File: config.mk
export PLATFORM = sky130hd
export DESIGN_NAME = muldiv_sequencer
export DESIGN_NICKNAME = d
export VERILOG_FILES = /design/src/rtl/muldiv_sequencer.sv
export SDC_FILE = /design/constraint.sdc
export NUM_CORES = 1
export LEC_CHECK = 0
export CAP_MARGIN = 10
export CORE_MARGIN = 2
export CORE_UTILIZATION = 55
export CTS_BUF_LIST = sky130_fd_sc_hd__clkbuf_8
export DETAILED_ROUTE_END_ITERATION = 6
export PLACE_DENSITY = 0.77
export REMOVE_ABC_BUFFERS = 1
export SLEW_MARGIN = 10
export SYNTH_ARGS = -nofsm -noshare
export SYNTH_HDL_FRONTEND = slang
export SYNTH_SLANG_ARGS = --single-unit
File: constraint.sdc
create_clock -name clock -period 4.8 [get_ports clock]
set_input_delay 0.72 -clock clock [delete_from_list [all_inputs] [get_ports clock]]
set_output_delay 0.72 -clock clock [all_outputs]
set_load 0.05 [all_outputs]
File: src/rtl/muldiv_sequencer.sv
// Iterative multiply/divide unit that owns the HI/LO registers.
// One product or quotient bit per cycle; stalls decode while HI/LO or the unit are unavailable.
module muldiv_sequencer #(
  parameter int WIDTH = 32,
  parameter int ITER  = 32
) (
  input  logic             clock,
  input  logic             reset_n,
  input  logic             start,
  input  logic [1:0]       op,
  input  logic [WIDTH-1:0] operand_a,
  input  logic [WIDTH-1:0] operand_b,
  input  logic             hilo_read,
  input  logic             mthi,
  input  logic             mtlo,
  output logic [WIDTH-1:0] hi,
  output logic [WIDTH-1:0] lo,
  output logic             busy,
  output logic             stall,
  output logic             done,
  output logic             div_by_zero
);

  // state    | meaning
  // S_IDLE   | accept start or mthi/mtlo; HI/LO valid
  // S_CALC   | one shift-add / shift-subtract step per cycle
  // S_FINISH | sign-correct the accumulator and write HI/LO
  typedef enum logic [1:0] {S_IDLE, S_CALC, S_FINISH} state_t;

  localparam int CW = $clog2(ITER + 1);

  state_t           state_q, state_d;
  logic [CW-1:0]    cnt_q, cnt_d;
  logic             is_div_q, is_div_d;
  logic             neg_lo_q, neg_lo_d;
  logic             neg_hi_q, neg_hi_d;
  logic             dz_q, dz_d;
  logic [WIDTH-1:0] acc_hi_q, acc_hi_d;
  logic [WIDTH-1:0] acc_lo_q, acc_lo_d;
  logic [WIDTH-1:0] opm_q, opm_d;
  logic [WIDTH-1:0] hi_q, hi_d;
  logic [WIDTH-1:0] lo_q, lo_d;
  logic             done_q, done_d;
  logic             dbz_q, dbz_d;

  logic             sign_a, sign_b;
  logic [WIDTH-1:0] abs_a, abs_b;
  logic [WIDTH:0]   add_sum;
  logic [WIDTH:0]   rem_shift;
  logic [WIDTH:0]   rem_diff;
  logic [2*WIDTH-1:0] prod_raw, prod_fix;

  // op[0]=0 selects the signed variants (MULT, DIV)
  assign sign_a = ~op[0] & operand_a[WIDTH-1];
  assign sign_b = ~op[0] & operand_b[WIDTH-1];
  assign abs_a  = sign_a ? -operand_a : operand_a;
  assign abs_b  = sign_b ? -operand_b : operand_b;

  assign add_sum   = {1'b0, acc_hi_q} + {1'b0, opm_q};
  assign rem_shift = {acc_hi_q, acc_lo_q[WIDTH-1]};
  assign rem_diff  = rem_shift - {1'b0, opm_q};
  assign prod_raw  = {acc_hi_q, acc_lo_q};
  assign prod_fix  = neg_lo_q ? -prod_raw : prod_raw;

  always_comb begin
    state_d  = state_q;
    cnt_d    = cnt_q;
    is_div_d = is_div_q;
    neg_lo_d = neg_lo_q;
    neg_hi_d = neg_hi_q;
    dz_d     = dz_q;
    acc_hi_d = acc_hi_q;
    acc_lo_d = acc_lo_q;
    opm_d    = opm_q;
    hi_d     = hi_q;
    lo_d     = lo_q;
    done_d   = 1'b0;
    dbz_d    = 1'b0;

    case (state_q)
      S_IDLE: begin
        if (start) begin
          is_div_d = op[1];
          cnt_d    = '0;
          dz_d     = 1'b0;
          acc_hi_d = '0;
          neg_lo_d = sign_a ^ sign_b;
          state_d  = S_CALC;
          if (op[1]) begin
            acc_lo_d = abs_a;
            opm_d    = abs_b;
            neg_hi_d = sign_a;
          end else begin
            acc_lo_d = abs_b;
            opm_d    = abs_a;
            neg_hi_d = 1'b0;
          end
          // Zero divisor: preload the fixed result and skip the iterations
          if (op[1] && (operand_b == '0)) begin
            dz_d     = 1'b1;
            acc_hi_d = operand_a;
            acc_lo_d = '1;
            neg_lo_d = 1'b0;
            neg_hi_d = 1'b0;
            state_d  = S_FINISH;
          end
        end else begin
          if (mthi) hi_d = operand_a;
          if (mtlo) lo_d = operand_a;
        end
      end

      S_CALC: begin
        cnt_d = cnt_q + CW'(1);
        if (is_div_q) begin
          if (!rem_diff[WIDTH]) begin
            acc_hi_d = rem_diff[WIDTH-1:0];
            acc_lo_d = {acc_lo_q[WIDTH-2:0], 1'b1};
          end else begin
            acc_hi_d = rem_shift[WIDTH-1:0];
            acc_lo_d = {acc_lo_q[WIDTH-2:0], 1'b0};
          end
        end else begin
          if (acc_lo_q[0]) begin
            acc_hi_d = add_sum[WIDTH:1];
            acc_lo_d = {add_sum[0], acc_lo_q[WIDTH-1:1]};
          end else begin
            acc_hi_d = {1'b0, acc_hi_q[WIDTH-1:1]};
            acc_lo_d = {acc_hi_q[0], acc_lo_q[WIDTH-1:1]};
          end
        end
        if (cnt_q == CW'(ITER - 1)) state_d = S_FINISH;
      end

      S_FINISH: begin
        if (is_div_q) begin
          lo_d = neg_lo_q ? -acc_lo_q : acc_lo_q;
          hi_d = neg_hi_q ? -acc_hi_q : acc_hi_q;
        end else begin
          {hi_d, lo_d} = prod_fix;
        end
        done_d  = 1'b1;
        dbz_d   = dz_q;
        state_d = S_IDLE;
      end

      default: state_d = S_IDLE;
    endcase
  end

  always_ff @(posedge clock or negedge reset_n) begin
    if (!reset_n) begin
      state_q  <= S_IDLE;
      cnt_q    <= '0;
      is_div_q <= 1'b0;
      neg_lo_q <= 1'b0;
      neg_hi_q <= 1'b0;
      dz_q     <= 1'b0;
      acc_hi_q <= '0;
      acc_lo_q <= '0;
      opm_q    <= '0;
      hi_q     <= '0;
      lo_q     <= '0;
      done_q   <= 1'b0;
      dbz_q    <= 1'b0;
    end else begin
      state_q  <= state_d;
      cnt_q    <= cnt_d;
      is_div_q <= is_div_d;
      neg_lo_q <= neg_lo_d;
      neg_hi_q <= neg_hi_d;
      dz_q     <= dz_d;
      acc_hi_q <= acc_hi_d;
      acc_lo_q <= acc_lo_d;
      opm_q    <= opm_d;
      hi_q     <= hi_d;
      lo_q     <= lo_d;
      done_q   <= done_d;
      dbz_q    <= dbz_d;
    end
  end

  assign hi          = hi_q;
  assign lo          = lo_q;
  assign busy        = (state_q != S_IDLE);
  assign stall       = busy & (start | hilo_read | mthi | mtlo);
  assign done        = done_q;
  assign div_by_zero = dbz_q;

endmodule

; Yosys cells after proc, flatten, opt, wreduce, memory -nomap -nowiden
; Index checks and enable logic that the tools add are counted.
[word_totals]
out_inout_bits = 68
reg_bits = 174
inputBits = 72
word_cells = 87
[op_classes]
muxes = 39
reduce_logical = 11
n_eq_ne = 8
n_addsub = 8
bitwise_logic = 8
[op_table]
columns = cell, n
row1 = 2-to-1 mux 32 bit, 21
row2 = case mux 32 bit (2 select lines), 4
row3 = negator 32 bit, 4
row4 = 2-to-1 mux 64 bit, 1
row5 = negator 64 bit, 1
row6 = adder 32 x 32 -> 33 bit, 1
row7 = subtractor 33 x 32 -> 33 bit, 1
row8 = zero test 32 bit, 1
row9 = case mux 6 bit (2 select lines), 1
row10 = "!= test 2 bit, second input constant", 5
row11 = 2-to-1 mux 1 bit, 7
row12 = "adder 6 x 1 -> 6 bit, second input constant", 1
row13 = "== test 6 x 5 -> 1 bit, second input constant", 1
row14 = 2-to-1 mux 2 bit, 3
row15 = 2-to-1 mux 6 bit, 1
row16 = AND reduction 2 bit, 3
row17 = AND reduction 3 bit, 2
row18 = nonzero test 2 bit, 3
row19 = case mux 2 bit (2 select lines), 1
row20 = bitwise AND 1 bit, 3
row21 = bitwise OR 1 bit, 3
row22 = "== test 2 x 1 -> 1 bit, second input constant", 1
row23 = "== test 2 bit, second input constant", 1
row24 = zero test 2 bit, 1
row25 = other kinds (3), 3

; Logic depth before layout (Yosys ltp)
[depth]
depth_word = 7
depth_mapped = 15
ltp_nobuf = 13

; Worst setup path before layout
; Ideal clock, no wire load.
[synth_path]
kind = reg-to-reg
from = register acc_lo_q[31]
to = register acc_hi_q[28]
n_path_buf = 2
setup_ns = 0.137
synth_period_minus_slack_ns = 3.595
required_ns = 4.663
t_arrival_ns = 3.459
path_stages_with_launch = 15
setup_slack_ns = 1.205
path_cell_list = dfrtp_1 > inv_1 > ha_1 > fa_1 > nand2b_1 > a211oi_1 > o211ai_1 > o22ai_1 > o41ai_1 > o41ai_1 > xor2_1 > buf_2 > clkbuf_1 > mux2i_1 > a21oi_1
[synth_between]
elab_chain_cells = 4
[synth_lines]
columns = item, line
row1 = from (decl), 39  ; logic [WIDTH-1:0] acc_lo_q, acc_lo_d;
row2 = from (signal assigned), 174  ; acc_lo_q <= acc_lo_d;
row3 = subtractor 33 x 32 -> 33 bit, 61  ; assign rem_diff = rem_shift - {1'b0, opm_q};
row4 = 2-to-1 mux 32 bit, 116  ; if (!rem_diff[WIDTH]) begin
row5 = 2-to-1 mux 32 bit, 115  ; if (is_div_q) begin
row6 = case mux 32 bit (2 select lines), 80  ; case (state_q)
row7 = to (signal assigned), 173  ; acc_hi_q <= acc_hi_d;
row8 = to (decl), 38  ; logic [WIDTH-1:0] acc_hi_q, acc_hi_d;
; Every way passes these cells.
; A chain may end at the register's enable or synchronous reset.

; Final worst setup path
[layout_path]
from = register acc_lo_q[31]
to = register acc_hi_q[14]
; The elaborated chain is that of the path after synthesis.

==> results.ini <==
[route]
wl_per_cell_um=22.7
drt-initial-drc-count=1868
firstDrtPassIters=6
drc_errors=0
wl_um=53200
drt-vias-per-instance=6.52
ant_nets=0
vias=15300

[clocking]
clk_pin_slew_ns=0.10
cts_tree=done
clock_path_buffers=2
cts_max_level=4
cts_resized=0
postCtsSetupBuffers=0
hold_buffers=0
worstSkewPairLatency_ns=0.49
clock-root-buffer=clkbuf_8
cts_buffers=17
clock_sinks=174

[yosys]
ys_seq_area_share_pct=28.4
synth_edf_count=0
ys_warn_count=0
synth_cell_types=71
async_flop_share_pct=100
postSynthAreaPerCell_um2=8.08
yosys_most_used_dff=dfrtp_1
synth_seq_cells=174
syn_inst=1900
synthesis.area_mm2=0.0153

[cells_and_area]
final_cell_mix=o21ai_0, nand2_1, dfrtp_1, a21oi_1, clkdlybuf4s50_1
drive_gt1_share_pct=5.29
synthToLayoutAreaGrowth_pct=13.7
num_antenna_cells=0
fin_util_pct=63.1
final_cells=2345
fin_nets=2098
layout_commonest_cell=o21ai_0
nFillCells=2473

[sta]
max_slew_margin_pct=18.4
fmax_mhz=233
setup_ws_ns=0.517
post-route-period-util_pct=89.2
rsz0062_at_grt=no
clock_skew_ns=0.0220
layout_min_cycle_time_ns=4.28
hold_violations=0
tightest_slew_ns=1.22
drv_slew=0
setup_violations=0

[placement]
globalplace.congestion=0.948
io_buffers=139
dpl_worst_slack_ns=0.599
dp_hpwl_um=38900
dp.cells=2314

[floorplan]
start_util_pct=55.5
die-area_mm2=0.0293
die_w_um=171
rows=61
fp.dieH_um=171
ios=140
core-area_mm2=0.0276

[global_routing]
grt_pass1_vias=14400
grt-ovfl-total=0
track_usage_pct=36.0
busiest_layer=met2
grt_max_degree=102
met2_usage_pct=56.2
antenna_found_initial=0
grt_pass1_wl_um=81300
use_met3_pct=8.24
use_met1_pct=49.0

[min_path]
min_path_type=primary input to async pin

[pwr]
power_density_mw_per_mm2=867
power_w=0.0151
ir_drop_mv=0.411
p_leak_nw=7.23

[setup_path]
cp_data_required_time_ns=5.18
cp-end-kind=flip-flop
start_kind=flip-flop
crit_fanout=38
cp.arrival_ns=4.66
path_class=flip-flop to flip-flop

[status]
outcome=finished clean

[run]
cap_viol_max_count=0

-- cell usage after synthesis (34+ instances only) --
library cell / count / area, um2
o21ai_0: 186 / 931
nand2_1: 184 / 691
dfrtp_1: 174 / 4350
a21oi_1: 152 / 761
mux2i_1: 135 / 1350
nor2_1: 123 / 462
xnor2_1: 110 / 963
clkbuf_1: 108 / 405
ha_1: 69 / 863
xor2_1: 69 / 604
inv_1: 61 / 229
nor3_1: 51 / 255
a211oi_1: 46 / 345
a21o_1: 40 / 300
o22ai_1: 34 / 213
-- layout make-up --
cell class | instances | area [um2] | area share, %
multi-input combinational | 1531 | 10300 | 58.9
sequential | 174 | 4360 | 25.0
timing repair buffer | 169 | 1640 | 9.39
tap | 378 | 473 | 2.71
clock buffer | 17 | 234 | 1.34
inverter | 62 | 234 | 1.34
clock inverter | 14 | 230 | 1.32
-- worst max-delay path: stages, from the launching register on --
cell      delay (ns)
dfrtp_1         0.48
inv_1           0.14
ha_1            0.24
fa_1            0.40
nand2b_1        0.21
a211oi_1        0.42
o211ai_1        0.22
o22ai_1         0.25
o41ai_1         0.10
buf_4           0.16
o41ai_1         0.34
buf_4           0.19
xor2_4          0.16
buf_12          0.27
mux2i_1         0.22
a21oi_1         0.08
a221o_1         0.27
-- cells by family after synthesis --
kind of cell / Yosys count / share of synthesized area (%)
flops: 174 / 28.4
mux: 142 / 9.32
compound gates: 618 / 25.1
simple gates: 521 / 16.3
buf+inv: 195 / 4.86
xor+xnor: 179 / 10.2
fa+ha+maj: 71 / 5.89
-- per-stage QoR --
step                      cell area [um2]  TNS (ns)  hold WS, ns
after CTS                           17400         0        0.387
after detailed placement            17000         0        0.472
final                               17400         0        0.344
after floorplan                     14800    -12.09        0.424
after global routing                17400         0        0.397
after global placement              17000         0        0.464
-- report_power, final --
part / internal [W] / total, W / switching (W)
Sequential: 0.00219 / 0.00330 / 0.00111
Combinational: 0.00418 / 0.0106 / 0.00639
Clock: 0.000630 / 0.00125 / 0.000622
Total: 0.00700 / 0.0151 / 0.00813
-- registers in the layout, indices dropped and copies added (netlist names), 2 cells and up --
register	cells
acc_lo_q	32
hi	32
state_q	2
opm_q	32
cnt_q	6
acc_hi_q	32
lo	32
-- layer usage --
metal  vias to the layer above  routed length, um
met3                       164               5470
met1                      7355              22000
met4                         0               1900
li1                       6986                  -
met2                       787              23900
met5                         -                  0
-- path summary, 6_finish.rpt --
| path | startpoint | end | slack [ns] | depth (start not counted) |
|---|---|---|---|---|
| setup / recovery | acc_lo_q[31]$_DFFE_PN0P_ | acc_hi_q[14]$_DFFE_PN0P_ | 0.52 | 16 |
| hold / removal | reset_n | lo[7]$_DFFE_PN0P_ | 0.34 | 1 |
| setup reg to reg | acc_lo_q[31]$_DFFE_PN0P_ | acc_hi_q[14]$_DFFE_PN0P_ | 0.52 | 16 |
| max in group asynchronous | reset_n | acc_lo_q[31]$_DFFE_PN0P_ | 3.44 | 2 |
| hold reg to reg | cnt_q[5]$_DFFE_PN0P_ | cnt_q[5]$_DFFE_PN0P_ | 0.49 | 1 |
| min in group clock | cnt_q[5]$_DFFE_PN0P_ | cnt_q[5]$_DFFE_PN0P_ | 0.49 | 1 |
Power figures use the tool's default switching activity.
